--- src/rtl/approx_mult_pkg.sv ---
// Shared types, default geometry and the approximate low-row reference function
// for the approximate multiplier family.
package approx_mult_pkg;

  localparam int W_DEF = 8;
  localparam int L_DEF = 4;
  localparam int K_DEF = 7;
  localparam int HI_W  = 2 * W_DEF - L_DEF;
  localparam int LO_W  = W_DEF + L_DEF - 1;
  // Widest operand the reference function models.
  localparam int MAX_W = 16;

  typedef enum logic {
    MODE_EXACT  = 1'b0,
    MODE_APPROX = 1'b1
  } mode_e;

  // Column-wise OR of the low partial-product rows; columns below k are dropped.
  function automatic logic [2*MAX_W-1:0] lo_approx(input logic [MAX_W-1:0] x_lo,
                                                   input logic [MAX_W-1:0] y,
                                                   input int w, input int l, input int k);
    logic [2*MAX_W-1:0] r;
    logic [MAX_W-1:0]   ys;
    r = '0;
    for (int c = 0; c < 2 * MAX_W - 1; c++) begin
      for (int i = 0; i < MAX_W; i++) begin
        if (i < l && c >= i && (c - i) < w && c >= k) begin
          ys = y >> (c - i);
          if (x_lo[i] && ys[0]) r[c] = 1'b1;
        end
      end
    end
    return r;
  endfunction

endpackage

--- src/rtl/approx_mult_pipe_low_tree.sv ---
// Low-row partial product: exact y*x_lo, or the carry-free column-OR approximation
// with every column below K forced to zero.
module approx_low_tree #(
  parameter int W = 8,
  parameter int L = 4,
  parameter int K = 7
) (
  input  logic [L-1:0]   x_lo,
  input  logic [W-1:0]   y,
  input  logic           approx,
  output logic [W+L-1:0] lo
);

  localparam int COLS = W + L - 1;

  logic [COLS-1:0] lo_apx;

  genvar gi, gj;
  generate
    for (gi = 0; gi < COLS; gi++) begin : g_col
      logic [L-1:0] col_bits;
      for (gj = 0; gj < L; gj++) begin : g_row
        if ((gi - gj) >= 0 && (gi - gj) < W) begin : g_in
          assign col_bits[gj] = x_lo[gj] & y[gi-gj];
        end else begin : g_out
          assign col_bits[gj] = 1'b0;
        end
      end
      if (gi >= K) begin : g_keep
        assign lo_apx[gi] = |col_bits;
      end else begin : g_drop
        assign lo_apx[gi] = 1'b0;
      end
    end
  endgenerate

  // The exact low product needs one bit more than the approximate column span.
  assign lo = approx ? {1'b0, lo_apx} : ((W+L)'(y) * (W+L)'(x_lo));

endmodule

--- src/rtl/approx_mult_pipe.sv ---
// Three-stage approximate unsigned multiplier with valid/ready handshake;
// the whole pipe freezes when the output is valid and not accepted.
module approx_mult_pipe
  import approx_mult_pkg::*;
#(
  parameter int W = 8,
  parameter int L = 4,
  parameter int K = 7
) (
  input  logic           clk,
  input  logic           rst,
  input  logic           in_valid,
  output logic           in_ready,
  input  logic [W-1:0]   in_x,
  input  logic [W-1:0]   in_y,
  input  logic           in_approx,
  output logic           out_valid,
  input  logic           out_ready,
  output logic [2*W-1:0] out_z,
  output logic           out_approx
);

  localparam int H_W = 2 * W - L;
  localparam int L_W = W + L;

  logic           adv;
  logic           v1_q, v2_q, v3_q;
  logic [W-1:0]   x_q, y_q;
  mode_e          mode1_q, mode2_q, mode3_q;
  logic [H_W-1:0] hi_q, hi_d;
  logic [L_W-1:0] lo_q, lo_d;
  logic [2*W-1:0] z_q, z_d;

  assign adv      = !v3_q | out_ready;
  assign in_ready = adv;

  assign hi_d = H_W'(y_q) * H_W'(x_q[W-1:L]);

  approx_low_tree #(.W(W), .L(L), .K(K)) u_low_tree (
    .x_lo   (x_q[L-1:0]),
    .y      (y_q),
    .approx (mode1_q == MODE_APPROX),
    .lo     (lo_d)
  );

  // Approximate lo never exceeds the exact one, so the 2W-bit sum cannot overflow.
  assign z_d = ((2*W)'(hi_q) << L) + (2*W)'(lo_q);

  always_ff @(posedge clk) begin
    if (rst) begin
      v1_q    <= 1'b0;
      v2_q    <= 1'b0;
      v3_q    <= 1'b0;
      x_q     <= '0;
      y_q     <= '0;
      mode1_q <= MODE_EXACT;
      mode2_q <= MODE_EXACT;
      mode3_q <= MODE_EXACT;
      hi_q    <= '0;
      lo_q    <= '0;
      z_q     <= '0;
    end else if (adv) begin
      v1_q    <= in_valid;
      x_q     <= in_x;
      y_q     <= in_y;
      mode1_q <= mode_e'(in_approx);
      v2_q    <= v1_q;
      hi_q    <= hi_d;
      lo_q    <= lo_d;
      mode2_q <= mode1_q;
      v3_q    <= v2_q;
      z_q     <= z_d;
      mode3_q <= mode2_q;
    end
  end

  assign out_valid  = v3_q;
  assign out_z      = z_q;
  assign out_approx = (mode3_q == MODE_APPROX);

endmodule

--- config.mk ---
export PLATFORM = sky130hd
export DESIGN_NAME = approx_mult_pipe
export DESIGN_NICKNAME = d
export VERILOG_FILES = /design/src/rtl/approx_mult_pkg.sv /design/src/rtl/approx_mult_pipe_low_tree.sv /design/src/rtl/approx_mult_pipe.sv
export SDC_FILE = /design/constraint.sdc
export NUM_CORES = 1
export LEC_CHECK = 0
export BUFFER_PORTS_ARGS = -buffer_cell sky130_fd_sc_hd__buf_4
export CAP_MARGIN = 10
export CORE_ASPECT_RATIO = 1.2
export CORE_MARGIN = 8
export CORE_UTILIZATION = 40
export DETAILED_ROUTE_END_ITERATION = 8
export PLACE_DENSITY_LB_ADDON = 0.3
export RECOVER_POWER = 25
export SYNTH_ARGS = -nofsm -noshare
export SYNTH_HDL_FRONTEND = slang
export SYNTH_SLANG_ARGS = --single-unit
--- constraint.sdc ---
create_clock -name clk -period 5.6 [get_ports clk]
set_input_delay 0.84 -clock clk [delete_from_list [all_inputs] [get_ports clk]]
set_output_delay 0.84 -clock clk [all_outputs]
set_load 0.005 [all_outputs]
==> impl_metrics.toml <==
[run_status]
status = "finished clean"

[critical_path]
cp.arrival_ps = 3600
critPathBufInv = 1
timing.rr.start = "x_q[2]"
critPathLaunchType = "register"
cp_common_cell = "fa_1"
crit_fanout = 9
max_stage_delay_ps = 520
path_class = "reg2reg"
cp.required_ps = 5810
setup.worst_path.end_class = "register"
critical-path-top-delay-family = "adder cells"
critPathSlowestCell = "fa_1"
path_cells = "nand2_1 > fa_1 > inv_1 > fa_1 > fa_1 > a211oi_2 > nor2_1 > or3_1 > a31oi_1 > xor2_1 > o21ai_1"
crit_start = "x_q[2]"

[placed_design]
dp_slack_ps = 2190
gp_congestion = 0.816
port_buffers = 39
place_area_um2 = 4790
dpl.hpwl_mm = 7.28

[global_route]
grt_pass1_vias = 3669
overflow = 0
grt_usage = 0.137
antenna_found_initial = 0
use_met2 = 0.224
gr-usage-met1 = 0.171
top_usage_layer = "met2"
grt_pass1_wl_mm = 16.9
use_met3 = 0.0344
grt_max_degree = 70

[cts]
cts_num_sinks = 62
numCtsBuffers = 9
cts_resized = 0
tritoncts = "built"
h-tree-depth = 3
clockBufferDepth = 2
clk_latency_ps = 320
clkSlewWorstSetupHoldPaths_ps = 60
cts_hold_buf = 0
cts_setup_buffers = 0
root_buffer = "clkbuf_16"

[final_layout]
final_area_um2 = 5090
ff_latch_area_um2 = 1240
n_antenna_cell = 0
finish.utilization = 0.466
drive_gt1_frac = 0.104
area_growth_pct = 15.1
finalNetCount = 661
fillers = 1112
multi_input_area_um2 = 2910

[synth]
synth.avg_cell_area_um2 = 8.08
yosysSeqAreaShare = 0.281
ys_top_cells_by_area = "dfxtp_1 (28%), ha_1 (12%), fa_1 (11%)"
synth-seq-cells = 62
syn-cell-area_um2 = 4420
syn_inst = 547
async_flop_share = 0
yosys_warnings = 0
synth_top_flop_cell = "dfxtp_1"
ys_types = 44
syn-num-nets = 635
synth_edf_count = 0
yosysTopAreaCell = "dfxtp_1"
synth.top_cell.area_share = 0.281

[power_and_ir_drop]
p_per_area_nw_per_um2 = 238
power.leakage_nw = 2.41
p_total_w = 0.00121
ir_drop_uv = 159

[route]
dr.pass1.iters = 4
drt-wirelength-per-cell_um = 13.7
routed_via_density = 5.16
drtAntennaViolNets = 0
routed_wl_mm = 9.69
num_vias = 3661
drc = 0
initialDrtViolationCount = 129

[sta]
min_period_ps = 3390
final_max_slew_viol_count = 0
rsz0062_at_grt = "no"
finalCritPeriodShare = 0.606
layout_setup_ws_ps = 2210
finClkSkew_ps = 7.26
max_freq_mhz = 295
relSlewSlack = 0.540
worstMarginPinSlew_ps = 691
finalSetupViolations = 0
finalHoldViolCount = 0
fin_setup_tns_ps = 0

[run]
maxCapViolations = 0

[min_path]
worst_hold_path_type = "reg2reg"
min_from = "out_z[0]"

[floorplanning]
rows = 42
io_pins = 40
core_area_um2 = 10900
die_area_um2 = 14700
die_w_um = 112
die_h_um = 131
initial_core_util = 0.404
final cells by class:
cell class | instances | area share
clock buffer | 9 | 0.0443
clock inverter | 7 | 0.0145
inverter | 44 | 0.0325
multi-input combinational | 415 | 0.573
sequential | 62 | 0.244
tap | 132 | 0.0325
timing repair buffer | 41 | 0.0597
worst register-to-register path: stages (launching register included):
cell,delay [ps]
dfxtp_1,470
nand2_1,120
fa_1,520
inv_1,60
fa_1,520
fa_1,500
a211oi_2,230
nor2_1,100
or3_1,310
a31oi_1,200
xor2_1,160
o21ai_1,60
synth_stat cells (all sizes together), types with 2 or more instances:
library cell	n
o31ai	3
nor2	20
a21oi	59
nand2	107
xor2	9
o21bai	4
nand2b	3
nand4	3
o21ai	19
and2	41
and3	5
nor3	6
mux2i	2
nand3b	5
buf	12
nor2b	3
dfxtp	62
a21o	11
xnor2	7
inv	43
nor4b	4
clkbuf	14
nor4	4
fa	25
a211oi	9
a31oi	5
or3	2
o211ai	3
ha	42
nand3	4
path summary, 6_finish.rpt:
kind	to	slack [ps]	cells past startpoint
worst max-delay path	lo_q[10]	2210	11
worst min-delay path	out_z[0]	450	2
worst max register to register	lo_q[10]	2210	11
worst min register to register	out_z[0]	450	2
cell usage in the layout, fill, tap and decap left out, types with 5 or more instances in the layout:
cell | netlist | routed
clkbuf_4 | 0 | 18
xor2_1 | 9 | 9
o21ai_0 | 15 | 15
and3_1 | 5 | 5
a21o_1 | 11 | 11
clkbuf_16 | 0 | 9
a21oi_1 | 59 | 59
a31oi_1 | 5 | 5
dfxtp_1 | 62 | 62
nor3_1 | 6 | 6
a211oi_1 | 7 | 7
fa_1 | 25 | 25
and2_1 | 41 | 41
inv_1 | 43 | 43
ha_1 | 42 | 42
buf_4 | 0 | 22
nand3b_1 | 5 | 5
nor2_1 | 20 | 20
xnor2_1 | 7 | 7
nand2_1 | 107 | 107
routing by layer:
metal / part of all wire / vias to the layer above / wire, um
met5: 0 / - / 0
met4: 0.012 / 0 / 114
met3: 0.049 / 10 / 475
met2: 0.47 / 82 / 4590
met1: 0.47 / 1678 / 4510
li1: - / 1891 / -
through the flow:
step | hold slack [ps] | instances
2_1_floorplan | 429 | 547
3_3_place_gp | 441 | 694
3_5_place_dp | 446 | 694
4_1_cts | 453 | 710
5_1_grt | 466 | 710
6_report | 447 | 710
sequential cells by signal, indices dropped and copies added (netlist names):
register    count
y_q             8
out_approx      1
v2_q            1
out_valid       1
mode2_q         1
hi_q           12
lo_q           12
v1_q            1
mode1_q         1
out_z          16
x_q             8
power by group:
part,switching (W),total [W],internal (W)
Sequential,0.0000285,0.000496,0.000467
Clock,0.000203,0.000549,0.000345
Combinational,0.0000920,0.000168,0.0000764
logic make-up (layout without fill, tap and decap cells):
kind of cell	Yosys count	count (layout)	share of synthesized area
DFF	62	62	0.281
adders and majority gates	67	67	0.232
muxes	2	2	0.00453
AOI/OAI and AO/OA	120	120	0.163
buffers and inverters	70	101	0.0603
and+or+nand+nor	210	210	0.227
xor gates and xnor gates	16	16	0.0317
(Power assumes the default switching activity.)
